--- config.mk ---
export PLATFORM = sky130hd
export DESIGN_NAME = serial_subtractor_32
export DESIGN_NICKNAME = d
export VERILOG_FILES = /design/src/rtl/serial_subtractor_32.sv
export SDC_FILE = /design/constraint.sdc
export NUM_CORES = 1
export LEC_CHECK = 0
export CORE_MARGIN = 2
export CORE_UTILIZATION = 48
export CTS_CLUSTER_DIAMETER = 30
export DETAILED_ROUTE_END_ITERATION = 16
export PLACE_DENSITY = 0.77
export REMOVE_ABC_BUFFERS = 1
export SYNTH_ARGS = -nofsm -noshare
export SYNTH_HDL_FRONTEND = slang
export SYNTH_SLANG_ARGS = --single-unit
--- constraint.sdc ---
create_clock -name i_clk -period 3.1 [get_ports i_clk]
set_clock_uncertainty 0.1 [all_clocks]
set_input_delay 0.93 -clock i_clk [delete_from_list [all_inputs] [get_ports i_clk]]
set_output_delay 0.93 -clock i_clk [all_outputs]
set_load 0.02 [all_outputs]
--- src/rtl/serial_subtractor_32.sv ---
// -----------------------------------------------------------------------------
// serial_subtractor_32
//
// Multi-cycle 32-bit subtractor: o_diff = i_a - i_b (mod 2^32).
// It processes one SLICE_W-bit slice per clock, least significant slice first.
// The subtraction is done as a + ~b + 1. The "+1" is the initial carry, and
// the carry is chained between slices in a register. A final carry of 0 means
// that a borrow occurred (i_a < i_b, unsigned).
//
// Parameters:
//   SLICE_W    slice width per cycle: 4, 8, 16 or 32 (N_SLICE = 32/SLICE_W)
//
// Ports:
//   i_clk      clock, rising edge
//   i_rst      asynchronous active-high reset
//   i_valid    operands valid (sampled only while idle)
//   o_ready    block can accept operands (registered, high in IDLE)
//   i_a, i_b   minuend / subtrahend
//   o_valid    result valid (registered, high in DONE)
//   i_ready    downstream accepts result
//   o_diff     difference, held until the next result
//   o_borrow   1 when i_a < i_b (unsigned)
//   o_overflow signed overflow (only when SUB_OVERFLOW_EN is defined)
//
// Build option: `define SUB_OVERFLOW_EN adds the o_overflow port and its logic.
// -----------------------------------------------------------------------------
module serial_subtractor_32 #(
    parameter int SLICE_W = 8
) (
    input  logic        i_clk,
    input  logic        i_rst,
    input  logic        i_valid,
    output logic        o_ready,
    input  logic [31:0] i_a,
    input  logic [31:0] i_b,
    output logic        o_valid,
    input  logic        i_ready,
    output logic [31:0] o_diff,
    output logic        o_borrow
`ifdef SUB_OVERFLOW_EN
    ,
    output logic        o_overflow
`endif
);

    localparam int N_SLICE = 32 / SLICE_W;
    localparam int CNT_W   = (N_SLICE > 1) ? $clog2(N_SLICE) : 1;
    localparam logic [CNT_W-1:0] LAST_CNT = CNT_W'(N_SLICE - 1);

    typedef enum logic [1:0] {
        IDLE = 2'd0,
        CALC = 2'd1,
        DONE = 2'd2
    } state_t;

    state_t             state_q, state_d;
    logic [CNT_W-1:0]   cnt_q, cnt_d;
    logic               carry_q, carry_d;
    logic               ready_q, ready_d;
    logic               valid_q, valid_d;
    logic [31:0]        diff_q, diff_d;
    logic               borrow_q, borrow_d;
`ifdef SUB_OVERFLOW_EN
    logic               ovf_q, ovf_d;
`endif

    // Operand and working registers carry no reset. They are always written
    // before they are read.
    logic [31:0]        a_q, a_d;
    logic [31:0]        nb_q, nb_d;      // holds ~i_b
    logic [31:0]        res_q, res_d;    // slices of the result under construction

    logic [4:0]         lo;
    logic [SLICE_W-1:0] a_sl, nb_sl;
    logic [SLICE_W:0]   sum;

    always_comb begin
        state_d  = state_q;
        cnt_d    = cnt_q;
        carry_d  = carry_q;
        ready_d  = ready_q;
        valid_d  = valid_q;
        diff_d   = diff_q;
        borrow_d = borrow_q;
`ifdef SUB_OVERFLOW_EN
        ovf_d    = ovf_q;
`endif
        a_d      = a_q;
        nb_d     = nb_q;
        res_d    = res_q;

        lo    = 5'(cnt_q * SLICE_W);
        a_sl  = a_q[lo +: SLICE_W];
        nb_sl = nb_q[lo +: SLICE_W];
        sum   = {1'b0, a_sl} + {1'b0, nb_sl} + {{SLICE_W{1'b0}}, carry_q};

        case (state_q)
            IDLE: begin
                if (i_valid && ready_q) begin
                    a_d     = i_a;
                    nb_d    = ~i_b;
                    carry_d = 1'b1;
                    cnt_d   = '0;
                    ready_d = 1'b0;
                    state_d = CALC;
                end
            end
            CALC: begin
                res_d[lo +: SLICE_W] = sum[SLICE_W-1:0];
                carry_d              = sum[SLICE_W];
                cnt_d                = cnt_q + CNT_W'(1);
                if (cnt_q == LAST_CNT) begin
                    // Publish the complete result only now, so the outputs
                    // keep the previous result for the whole computation.
                    cnt_d    = '0;
                    diff_d   = res_d;
                    borrow_d = ~sum[SLICE_W];
`ifdef SUB_OVERFLOW_EN
                    // Operands of different sign, and the result sign differs
                    // from the minuend sign.
                    ovf_d    = (a_q[31] ^ ~nb_q[31]) & (a_q[31] ^ res_d[31]);
`endif
                    valid_d  = 1'b1;
                    state_d  = DONE;
                end
            end
            DONE: begin
                if (i_ready) begin
                    valid_d = 1'b0;
                    ready_d = 1'b1;
                    state_d = IDLE;
                end
            end
            default: begin
                valid_d = 1'b0;
                ready_d = 1'b1;
                state_d = IDLE;
            end
        endcase
    end

    always_ff @(posedge i_clk or posedge i_rst) begin
        if (i_rst) begin
            state_q  <= IDLE;
            cnt_q    <= '0;
            carry_q  <= 1'b0;
            ready_q  <= 1'b1;
            valid_q  <= 1'b0;
            diff_q   <= '0;
            borrow_q <= 1'b0;
`ifdef SUB_OVERFLOW_EN
            ovf_q    <= 1'b0;
`endif
        end else begin
            state_q  <= state_d;
            cnt_q    <= cnt_d;
            carry_q  <= carry_d;
            ready_q  <= ready_d;
            valid_q  <= valid_d;
            diff_q   <= diff_d;
            borrow_q <= borrow_d;
`ifdef SUB_OVERFLOW_EN
            ovf_q    <= ovf_d;
`endif
        end
    end

    always_ff @(posedge i_clk) begin
        a_q   <= a_d;
        nb_q  <= nb_d;
        res_q <= res_d;
    end

    assign o_ready    = ready_q;
    assign o_valid    = valid_q;
    assign o_diff     = diff_q;
    assign o_borrow   = borrow_q;
`ifdef SUB_OVERFLOW_EN
    assign o_overflow = ovf_q;
`endif

endmodule

==> run summary <==
Worst Path Arrival -> 3170 ps
mean number of vias per cell -> 5.31
Die Y -> 115 um
part of the cycle the worst path needs -> 95.8%
Async S/R FF share, synth -> 29.4%
I/O Buffers -> 102
Final Max Tran Viols -> 0
Root Driver -> clkbuf_16
first-pass GRT wire length -> 19500 um
remaining global-route overflow -> 0
NetSw -> 2.75 mW
Tightest Hold Check Type -> reg2reg
count of final hold-check violations -> 0
unrepaired setup endpoints after global routing -> false
post-synthesis register bit count -> 136
Yosys cell types -> 47
Required @ worst endpoint -> 3300 ps
largest net degree at the start of global routing -> 49
clk_lat worst skew -> 420 ps
Max VDD drop -> 0.396 mV
Fillers -> 909
max_cap viols -> 0
Slew @ Worst Pin -> 987 ps
Net count, final -> 627
DP HPWL -> 8570 um
worst reg2reg setup slack -> 130 ps
worst-path cell chain -> buf_4 > mux4_2 > ha_1 > a21o_1 > a21oi_2 > xor2_1 > o22ai_1 > mux2_2
Critical Path Source Type -> flop
internal cell power -> 5.17 mW
Comb pwr share -> 40.7%
DRC Markers -> 0
FP Rows -> 40
leading area contributor after synthesis -> edfxtp_1
status -> finished clean
clk sink count -> 136
R2R cell count -> 8
hold slack -> 376 ps
Worst Hold Launch -> o_diff[25]
top_reg_cell synth -> edfxtp_1
Seq pwr share -> 33.4%
Relative slew margins -> 34.0%
post-synthesis cell area -> 5900 sq um
synth warn -> 0
die area -> 13200 sq um
vias in the first global route -> 3997
layout cells sized above 1 -> 15.8%
CTS buffer count -> 17
Hold Path End -> o_diff[25]
core area -> 12000 sq um
setup violators final -> 0
Syn Inst Count -> 426
DRT Wirelength -> 12000 um
io pins -> 103
pwr/cell area -> 1020 nW/um^2
reg-to-reg endpoint -> o_diff[3]
WS Path Type -> reg2reg
share of power burned in the clock network -> 25.9%
Synth Area per Inst -> 13.9 sq um
CTS tree -> built
initial antenna violation count -> 0
setup ws final -> 131 ps
overall global routing resource usage -> 19.6%
dpl ws -> 73.5 ps
post-layout min period -> 2970 ps
Via Count -> 3735
CP endpoint kind -> flop
Reg2Reg Launch Point -> cnt_q[0]
Clock Path Buffers -> 2
maximum clock frequency -> 337 MHz
Initial Util -> 49.1%
Seq/Total Area, Yosys -> 65.8%
top-area cell type share of the netlist area -> 48.8%
remaining antenna violation count -> 0
max incr delay on CP -> 540 ps
number of flops mapped to enable cells by yosys -> 96
DRT Pass-1 Iters -> 4
Hold Path Stages -> 2
synthesis-to-finish area growth -> 31.1%
most instantiated cells after synthesis -> edfxtp_1, inv_1, dfrtp_1
cell with the most instances after synthesis -> edfxtp_1
GPL Wtd Cong -> 0.800
slowest cell on the critical path -> mux4_2
Starting DRT DRC Count -> 194
leakage power -> 3.11 nW
WL/cell -> 17.1 um
Max FO, Critical Path -> 11
Die Span X -> 115 um
Worst-path clk slew -> 60 ps
# diodes -> 0
top cells by area, synth -> edfxtp_1, dfrtp_1, mux4_2
CTS H-tree lvls -> 4
Sw Ratio -> 34.7%
==> through the flow <==
stage / setup TNS (ps) / cells / power (mW) / cell area [sq um] / utilization [%]
after global placement: 0 / 671 / 5.72 / 7110 / 59.2
after floorplan: -9050 / 412 / 4.71 / 5820 / -
final: 0 / 704 / 7.92 / 7740 / 64.4
after detailed placement: 0 / 671 / 5.83 / 7110 / 59.2
after CTS: 0 / 703 / 7.91 / 7730 / 64.3
after global routing: 0 / 704 / 8.38 / 7740 / 64.4
==> area by class of cell <==
cell class / count / area (sq um) / area share (%)
Clock buffer: 22 / 497 / 6.42
Clock inverter: 10 / 115 / 1.49
Inverter: 69 / 259 / 3.35
Multi-Input combinational cell: 207 / 1680 / 21.7
Sequential cell: 136 / 3890 / 50.2
Tap cell: 147 / 184 / 2.38
Timing Repair Buffer: 113 / 1120 / 14.4
==> layer usage <==
layer	share of wire [%]	GRT usage, %	vias up
li1	-	-	1757
met1	42	23.9	1820
met2	51	33.3	138
met3	5.9	5.80	20
met4	1.8	7.47	0
met5	0	0	-
==> worst max-delay path, delay by kind of cell, from the launching register on <==
kind	cells	cell delay, ps
mux	2	840
buf+inv	1	230
xor+xnor	1	400
flops	1	410
fa+ha+maj	1	330
compound gates	3	530
==> state kept, by name (all words and copies together) (netlist names), 2 cells and up <==
register / count
o_diff: 32
state_q: 2
nb_q: 32
res_q: 32
cnt_q: 2
a_q: 32
==> power by group through the flow <==
stage / Sequential (mW) / Combinational (mW) / Clock (mW)
2_1_floorplan: 2.92 / 1.78 / 0
3_3_place_gp: 2.66 / 3.06 / 0
3_5_place_dp: 2.68 / 3.15 / 0
4_1_cts: 2.65 / 3.18 / 2.08
5_1_grt: 2.69 / 3.52 / 2.17
6_report: 2.64 / 3.22 / 2.05
==> cell usage in the layout, fill, tap and decap left out, types with 4 or more instances in the layout <==
master | Yosys | routed
a21oi_1 | 15 | 15
buf_4 | 3 | 10
clkbuf_16 | 0 | 19
clkdlybuf4s50_1 | 0 | 102
dfrtp_1 | 39 | 38
edfxtp_1 | 96 | 96
ha_1 | 13 | 13
inv_1 | 68 | 68
mux2_4 | 10 | 10
mux4_2 | 16 | 16
nand2_1 | 33 | 33
nand2b_1 | 7 | 7
nor2_1 | 13 | 13
nor3_1 | 8 | 8
o21ai_0 | 26 | 26
o22ai_1 | 21 | 21
o22ai_2 | 4 | 4
==> worst max path at each step <==
stage	cells past startpoint	end	slack, ps	start
after detailed placement	7	res_q[31]	70	cnt_q[0]
after global placement	8	o_diff[3]	180	cnt_q[0]
after global routing	8	o_diff[3]	1	cnt_q[0]
after CTS	7	res_q[31]	40	cnt_q[0]
final	8	o_diff[3]	130	cnt_q[0]
after floorplan	9	res_q[12]	-300	cnt_q[0]
==> what timing repair did <==
item / in CTS / in global routing
gates resized for setup: 0 / 2
hold buffers: 0 / 0
endpoints found under the setup margin: 0 / 16
setup buffers: 0 / 1
==> cell families (layout without fill, tap and decap cells) <==
family | after synthesis | after routing | share of synthesized area [%]
AOI/OAI and AO/OA | 81 | 81 | 8.69
adders and majority gates | 15 | 15 | 3.43
muxes | 29 | 29 | 9.22
DFF | 136 | 136 | 65.8
xor gates and xnor gates | 4 | 4 | 0.721
and+or+nand+nor | 78 | 78 | 6.34
buffers and inverters | 83 | 214 | 5.79
(Power assumes the default switching activity.)
